### src/rtl/keypad_pkg.sv
// Shared types and constants for the 4x4 keypad scanner.
package keypad_pkg;

  localparam int unsigned KP_ROWS = 4;
  localparam int unsigned KP_COLS = 4;
  localparam int unsigned CODE_W  = 4;

  // Scanner control states
  typedef enum logic [1:0] {
    SCAN     = 2'd0,
    DEBOUNCE = 2'd1,
    HELD     = 2'd2,
    RELEASE  = 2'd3
  } state_t;

  // Codes for the non-digit keys
  localparam logic [CODE_W-1:0] KEY_A    = 4'hA;
  localparam logic [CODE_W-1:0] KEY_B    = 4'hB;
  localparam logic [CODE_W-1:0] KEY_C    = 4'hC;
  localparam logic [CODE_W-1:0] KEY_D    = 4'hD;
  localparam logic [CODE_W-1:0] KEY_STAR = 4'hE;
  localparam logic [CODE_W-1:0] KEY_HASH = 4'hF;

  // Column 0 driven low out of reset
  localparam logic [KP_COLS-1:0] COL_INIT = 4'b1110;

  // Move the single active-low column one position up, wrapping 3 -> 0
  function automatic logic [KP_COLS-1:0] col_rotl(input logic [KP_COLS-1:0] c);
    return {c[KP_COLS-2:0], c[KP_COLS-1]};
  endfunction

endpackage

### src/rtl/key_map.sv
// Combinational translation of (row, column) position to the key code.
module key_map
  import keypad_pkg::*;
(
  input  logic [1:0]        row,
  input  logic [1:0]        col,
  output logic [CODE_W-1:0] code
);

  // Physical layout: 1 2 3 A / 4 5 6 B / 7 8 9 C / * 0 # D
  always_comb begin
    code = 4'h0;
    case ({row, col})
      4'b00_00: code = 4'h1;
      4'b00_01: code = 4'h2;
      4'b00_10: code = 4'h3;
      4'b00_11: code = KEY_A;
      4'b01_00: code = 4'h4;
      4'b01_01: code = 4'h5;
      4'b01_10: code = 4'h6;
      4'b01_11: code = KEY_B;
      4'b10_00: code = 4'h7;
      4'b10_01: code = 4'h8;
      4'b10_10: code = 4'h9;
      4'b10_11: code = KEY_C;
      4'b11_00: code = KEY_STAR;
      4'b11_01: code = 4'h0;
      4'b11_10: code = KEY_HASH;
      4'b11_11: code = KEY_D;
      default:  code = 4'h0;
    endcase
  end

endmodule

### src/rtl/keypad_scan.sv
// 4x4 matrix keypad scanner with press and release debouncing.
// Columns are strobed active-low one at a time; rows are sampled once per
// column dwell through a 2-flop synchronizer.
module keypad_scan
  import keypad_pkg::*;
#(
  parameter int unsigned SCAN_DIV     = 50000,
  parameter int unsigned DEBOUNCE_CNT = 4
) (
  input  logic        clk,
  input  logic        reset_n,
  input  logic [3:0]  row_n,
  output logic [3:0]  col_n,
  output logic [3:0]  num,
  output logic        kpr,
  output logic        key_valid
);

  localparam int unsigned DIV_W  = (SCAN_DIV > 1) ? $clog2(SCAN_DIV) : 1;
  localparam int unsigned DCNT_W = $clog2(DEBOUNCE_CNT + 1);
  localparam int unsigned LCNT_W = 3;

  localparam logic [DIV_W-1:0]  DIV_LAST = DIV_W'(SCAN_DIV - 1);
  localparam logic [DCNT_W-1:0] DCNT_MAX = DCNT_W'(DEBOUNCE_CNT);
  localparam logic [DCNT_W-1:0] DCNT_ONE = DCNT_W'(1);
  localparam logic              ONE_SHOT = (DEBOUNCE_CNT == 1);

  logic [KP_ROWS-1:0] row_s1;
  logic [KP_ROWS-1:0] row_s2;
  logic [DIV_W-1:0]   div_cnt;
  logic               tick;

  state_t             state,    state_d;
  logic [DCNT_W-1:0]  dcnt,     dcnt_d;
  logic [1:0]         cand_row, cand_row_d;
  logic [3:0]         col_n_d;
  logic [3:0]         num_d;
  logic               kpr_d;
  logic               key_valid_d;

  logic [LCNT_W-1:0]  low_cnt;
  logic               hit;
  logic               idle;
  logic [1:0]         row_idx;
  logic [1:0]         col_idx;
  logic [DCNT_W-1:0]  dcnt_inc;
  logic [CODE_W-1:0]  key_code;

  // Two-flop synchronizer for the asynchronous row pins (idle = all high)
  always_ff @(posedge clk or negedge reset_n) begin
    if (!reset_n) begin
      row_s1 <= '1;
      row_s2 <= '1;
    end else begin
      row_s1 <= row_n;
      row_s2 <= row_s1;
    end
  end

  // Column dwell divider, free-running in every state
  always_ff @(posedge clk or negedge reset_n) begin
    if (!reset_n) begin
      div_cnt <= '0;
    end else if (tick) begin
      div_cnt <= '0;
    end else begin
      div_cnt <= div_cnt + DIV_W'(1);
    end
  end

  assign tick = (div_cnt == DIV_LAST);

  // Classify synchronized rows: one low is a hit, none low is idle
  always_comb begin
    low_cnt = '0;
    row_idx = 2'd0;
    for (int i = 0; i < int'(KP_ROWS); i++) begin
      if (!row_s2[i]) begin
        low_cnt = low_cnt + LCNT_W'(1);
        row_idx = 2'(i);
      end
    end
  end

  assign hit  = (low_cnt == LCNT_W'(1));
  assign idle = (low_cnt == '0);

  // Position of the active-low column
  always_comb begin
    case (col_n)
      4'b1101: col_idx = 2'd1;
      4'b1011: col_idx = 2'd2;
      4'b0111: col_idx = 2'd3;
      default: col_idx = 2'd0;
    endcase
  end

  // Saturating debounce increment
  assign dcnt_inc = (dcnt == DCNT_MAX) ? dcnt : dcnt + DCNT_ONE;

  key_map u_key_map (
    .row  (row_idx),
    .col  (col_idx),
    .code (key_code)
  );

  // Next-state and next-output logic; nothing moves except on a sample tick
  always_comb begin
    state_d     = state;
    dcnt_d      = dcnt;
    cand_row_d  = cand_row;
    col_n_d     = col_n;
    num_d       = num;
    kpr_d       = kpr;
    key_valid_d = 1'b0;

    if (tick) begin
      case (state)
        SCAN: begin
          if (hit) begin
            cand_row_d = row_idx;
            if (ONE_SHOT) begin
              num_d       = key_code;
              kpr_d       = 1'b1;
              key_valid_d = 1'b1;
              dcnt_d      = '0;
              state_d     = HELD;
            end else begin
              dcnt_d  = DCNT_ONE;
              state_d = DEBOUNCE;
            end
          end else begin
            col_n_d = col_rotl(col_n);
          end
        end

        DEBOUNCE: begin
          if (hit && (row_idx == cand_row)) begin
            dcnt_d = dcnt_inc;
            if (dcnt_inc == DCNT_MAX) begin
              num_d       = key_code;
              kpr_d       = 1'b1;
              key_valid_d = 1'b1;
              dcnt_d      = '0;
              state_d     = HELD;
            end
          end else begin
            dcnt_d  = '0;
            col_n_d = col_rotl(col_n);
            state_d = SCAN;
          end
        end

        // Multi-row contact counts as still pressed here
        HELD: begin
          if (idle) begin
            if (ONE_SHOT) begin
              kpr_d   = 1'b0;
              dcnt_d  = '0;
              col_n_d = col_rotl(col_n);
              state_d = SCAN;
            end else begin
              dcnt_d  = DCNT_ONE;
              state_d = RELEASE;
            end
          end
        end

        RELEASE: begin
          if (idle) begin
            dcnt_d = dcnt_inc;
            if (dcnt_inc == DCNT_MAX) begin
              kpr_d   = 1'b0;
              dcnt_d  = '0;
              col_n_d = col_rotl(col_n);
              state_d = SCAN;
            end
          end else begin
            state_d = HELD;
          end
        end

        default: begin
          state_d = SCAN;
        end
      endcase
    end
  end

  // State and registered outputs
  always_ff @(posedge clk or negedge reset_n) begin
    if (!reset_n) begin
      state     <= SCAN;
      dcnt      <= '0;
      cand_row  <= 2'd0;
      col_n     <= COL_INIT;
      num       <= 4'h0;
      kpr       <= 1'b0;
      key_valid <= 1'b0;
    end else begin
      state     <= state_d;
      dcnt      <= dcnt_d;
      cand_row  <= cand_row_d;
      col_n     <= col_n_d;
      num       <= num_d;
      kpr       <= kpr_d;
      key_valid <= key_valid_d;
    end
  end

endmodule

### config.mk
export PLATFORM = sky130hd
export DESIGN_NAME = keypad_scan
export DESIGN_NICKNAME = d
export VERILOG_FILES = /design/src/rtl/keypad_pkg.sv /design/src/rtl/key_map.sv /design/src/rtl/keypad_scan.sv
export SDC_FILE = /design/constraint.sdc
export NUM_CORES = 1
export LEC_CHECK = 0
export CAP_MARGIN = 20
export CELL_PAD_IN_SITES_DETAIL_PLACEMENT = 0
export CELL_PAD_IN_SITES_GLOBAL_PLACEMENT = 1
export CORE_UTILIZATION = 42
export CTS_CLUSTER_SIZE = 16
export DETAILED_ROUTE_END_ITERATION = 10
export PLACE_DENSITY_LB_ADDON = 0.1
export SYNTH_ARGS = -nofsm -noshare
export SYNTH_HDL_FRONTEND = slang
export SYNTH_SLANG_ARGS = --single-unit
### constraint.sdc
create_clock -name clk -period 2.8 [get_ports clk]
set_input_delay 0.7 -clock clk [delete_from_list [all_inputs] [get_ports clk]]
set_output_delay 0.7 -clock clk [all_outputs]
set_load 0.03 [all_outputs]
==> summary.md <==
| Metric | Value |
|---|---|
| Slew @ Worst Pin | `just under 0.9 ns` |
| Num rows | `26` |
| Multiplexer area fraction after synthesis | `0.0609` |
| Die Y | `about 75 microns` |
| Sw frac | `0.220` |
| Outcome | `completed` |
| PD cells | `448 nW/um^2` |
| Max Cap Viol | `0` |
| Worst path required time | `roughly 3.0 ns` |
| WL/cell | `between 10 and 15 microns` |
| Post-route ant nets | `0` |
| Clock skew | `between 0.007 and 0.008 ns` |
| Die X | `roughly 75 microns` |
| Max incr delay on CP | `between 0.7 and 0.8 ns` |
| First-pass GRT wire length | `between 7000 and 8000 microns` |
| Power share of the clock group | `0.401` |
| I/O Pins | `16` |
| Area grow syn2layout | `19.9%` |
| Cell chain of the critical path | `nand2b_1, and2_1, ha_1, nor2b_2, a31oi_4, nand3_2, nor4b_4, buf_6, mux2_4` |
| CTS tree | `built` |
| Post-Synth Simple-Gate Area | `0.198` |
| Synth top area share | `0.332` |
| Total Routing Usage GR | `0.172` |
| Final net count | `254` |
| Rel. slew slack | `0.404` |
| Largest area contributor in the netlist | `dfrtp_1` |
| Vias in the first global route | `1,554` |
| CP max FO | `14` |
| Largest net degree at the start of global routing | `42` |
| Mean number of vias per cell | `~5.2` |
| Worst Path Buf+Inv | `1` |
| Library cells used by synthesis | `49` |
| Gpl congestion | `0.841` |
| Drt first-iter violations | `approximately 110` |
| Peak supply drop | `between 300 and 400 uV` |
| Mapped Area | `~2300 sq um` |
| Initial antenna violation count | `0` |
| HP Class | `register to register` |
| Final setup violation count | `0` |
| Post-synth EDFFs | `0` |
| Inserted Diodes | `0` |
| Synth top area cells | `dfrtp_1 33%, dfstp_2 13%, ha_1 6.1%` |
| Clock Tree Buf Depth | `2` |
| Worst setup path class | `register to register` |
| Share of cells above drive strength 1 | `0.214` |
| Commonest cells post-synth | `30 x dfrtp_1, 17 x nor2_1, 13 x nand2_1, 13 x xor2_1` |
| Synth Area in Adders | `0.0609` |
| Critical Path AT | `around 2.8 ns` |
| Slowest stage cell, crit path | `dfstp_4` |
| Flop pwr share | `0.505` |
| Leak pwr | `0.00121 uW` |
| Remaining global-route overflow | `0` |
| Comb power frac | `0.094` |
| Period minus WS final | `2.67 ns` |
| Sw Pwr | `around 270 uW` |
| Clock Latency Late Sink | `between 0.2 and 0.3 ns` |
| Hold Fails Final Rpt | `0` |
| Syn avg cell area | `between 10 and 15 sq um` |
| Top-count cell post-synth | `dfrtp_1` |
| CP Capture Type | `register` |
| Synth Net Count | `between 200 and 250` |
| CTS root buf | `clkbuf_8` |
| Seq/Total Area, Yosys | `0.460` |
| Startpoint Class | `register` |
| Int Pwr | `946 uW` |
| TNS Setup | `0 ns` |
| CTS H-Tree Depth | `2` |
| Final hold slack | `0.359 ns` |
| Final Max Slew Viols | `0` |
| #FFs+latches synth | `41` |
| Unrepaired setup endpoints after global routing | `no` |
| Prevailing post-synth register cell | `dfrtp_1` |
| Mapped Cells | `between 200 and 250` |
| TritonRoute pass-1 iters | `4` |
| FMAX | `between 300 and 400 MHz` |
| Final Cycle Share | `0.952` |
| CTS Buf Count | `5` |
| # DRC | `0` |
| Asr flop ratio synth | `1.00` |
| XOR/XNOR Fraction of Synth Area | `0.0880` |
| Post-synthesis compound-gate area fraction | `0.0991` |
| Num Clock Sinks | `41` |
| Largest family of logic cells by synthesized area | `simple AND/OR/NAND/NOR gates` |
| Die ar. | `between 5000 and 6000 sq um` |
| Clk slew on worst S/H paths | `approximately 0.070 ns` |
| Starting Density | `0.440` |
| IO Port Bufs | `15` |
| Vias | `1,598` |
| Final HPWL DP | `approximately 3000 microns` |
| Core area | `5140 sq um` |
| Synth warn | `0` |
| CP top delay family | `simple AND/OR/NAND/NOR gates` |
| Hold buffer count at cts | `0` |
| Routed WL | `roughly 4300 microns` |
-- final timing paths --
kind | start | endpoint | slack (ns) | depth (start not counted)
hold / removal | row_s1[0] | row_s2[0] | 0.36 | 0
setup / recovery | row_s2[2] | num[2] | 0.13 | 9
setup reg to reg | row_s2[2] | num[2] | 0.13 | 9
min in group asynchronous | reset_n | dcnt[2] | 0.53 | 1
hold reg to reg | row_s1[0] | row_s2[0] | 0.36 | 0
max in group asynchronous | reset_n | col_n[0] | 1.71 | 1
-- repair_timing --
item | CTS | global route
pin swaps | 0 | 4
gates resized for setup | 2 | 13
setup endpoints to repair | 2 | 13
buffers inserted | 0 | 1
cloned | 0 | 0
-- power by group through the flow --
| stage | sequential, uW | clock (uW) | combinational, uW |
|---|---|---|---|
| after floorplan | 617 | 0 | 63.4 |
| after global placement | 621 | 0 | 100 |
| after detailed placement | 622 | 0 | 99.4 |
| after CTS | 611 | 506 | 101 |
| after global routing | 614 | 529 | 125 |
| final | 612 | 487 | 114 |
-- layout by cell type (no fill, tap or decap), types with 3 or more instances in the layout --
master and count:
xnor2_1 6, nor2b_1 3, nand3_1 11, dfrtp_1 30, nand4_1 3, dfstp_2 10
a21oi_1 5, clkbuf_8 6, inv_1 10, nor2_1 17, ha_1 10, mux2_1 4
nor3_1 4, nand2b_1 5, o21ai_0 5, mux2_4 5, buf_4 7, xor2_1 13
o211ai_1 4, clkdlybuf4s50_1 14, nand2_1 13, nand3b_1 4, and3_1 5
-- state kept, by name (all words and copies together), names as in the netlist --
signal	cells
col_n	4
state	2
row_s1	4
dcnt	3
cand_row	2
row_s2	4
div_cnt	16
num	4
key_valid	1
kpr	1
-- layer usage --
layer  vias to the layer above  share of wire  track usage
met5                         -              0            0
met4                         0          0.011       0.0556
met3                         4          0.022       0.0397
met2                        17           0.48        0.280
met1                       787           0.48        0.229
li1                        790              -            -
-- kinds of logic after synthesis --
family                     Yosys count
adders and majority gates           11
muxes                               11
and+or+nand+nor                     79
xor gates and xnor gates            21
buffers and inverters               19
AOI/OAI and AO/OA                   32
DFF                                 41
-- through the flow --
step	cell area [sq um]	cells	utilization	setup slack [ns]	power [uW]
global route	2710	308	0.527	0.00544	1270
finish	2710	308	0.527	0.133	1210
CTS	2650	307	0.515	0.00784	1220
detailed placement	2510	299	0.489	0.0171	721
floorplan	2260	214	-	0.115	681
global placement	2510	299	0.489	0.0725	722
-- cell type report --
type	count	area (sq um)
repair buffers	23	209
fillers	482	2430
flip-flops and latches	41	1040
clock buffers	7	86.3
multi-input cells	154	1210
well taps	70	87.6
inverters	12	45.0
clock inverters	1	30.0
No activity file was read; power rests on OpenSTA's default activity.
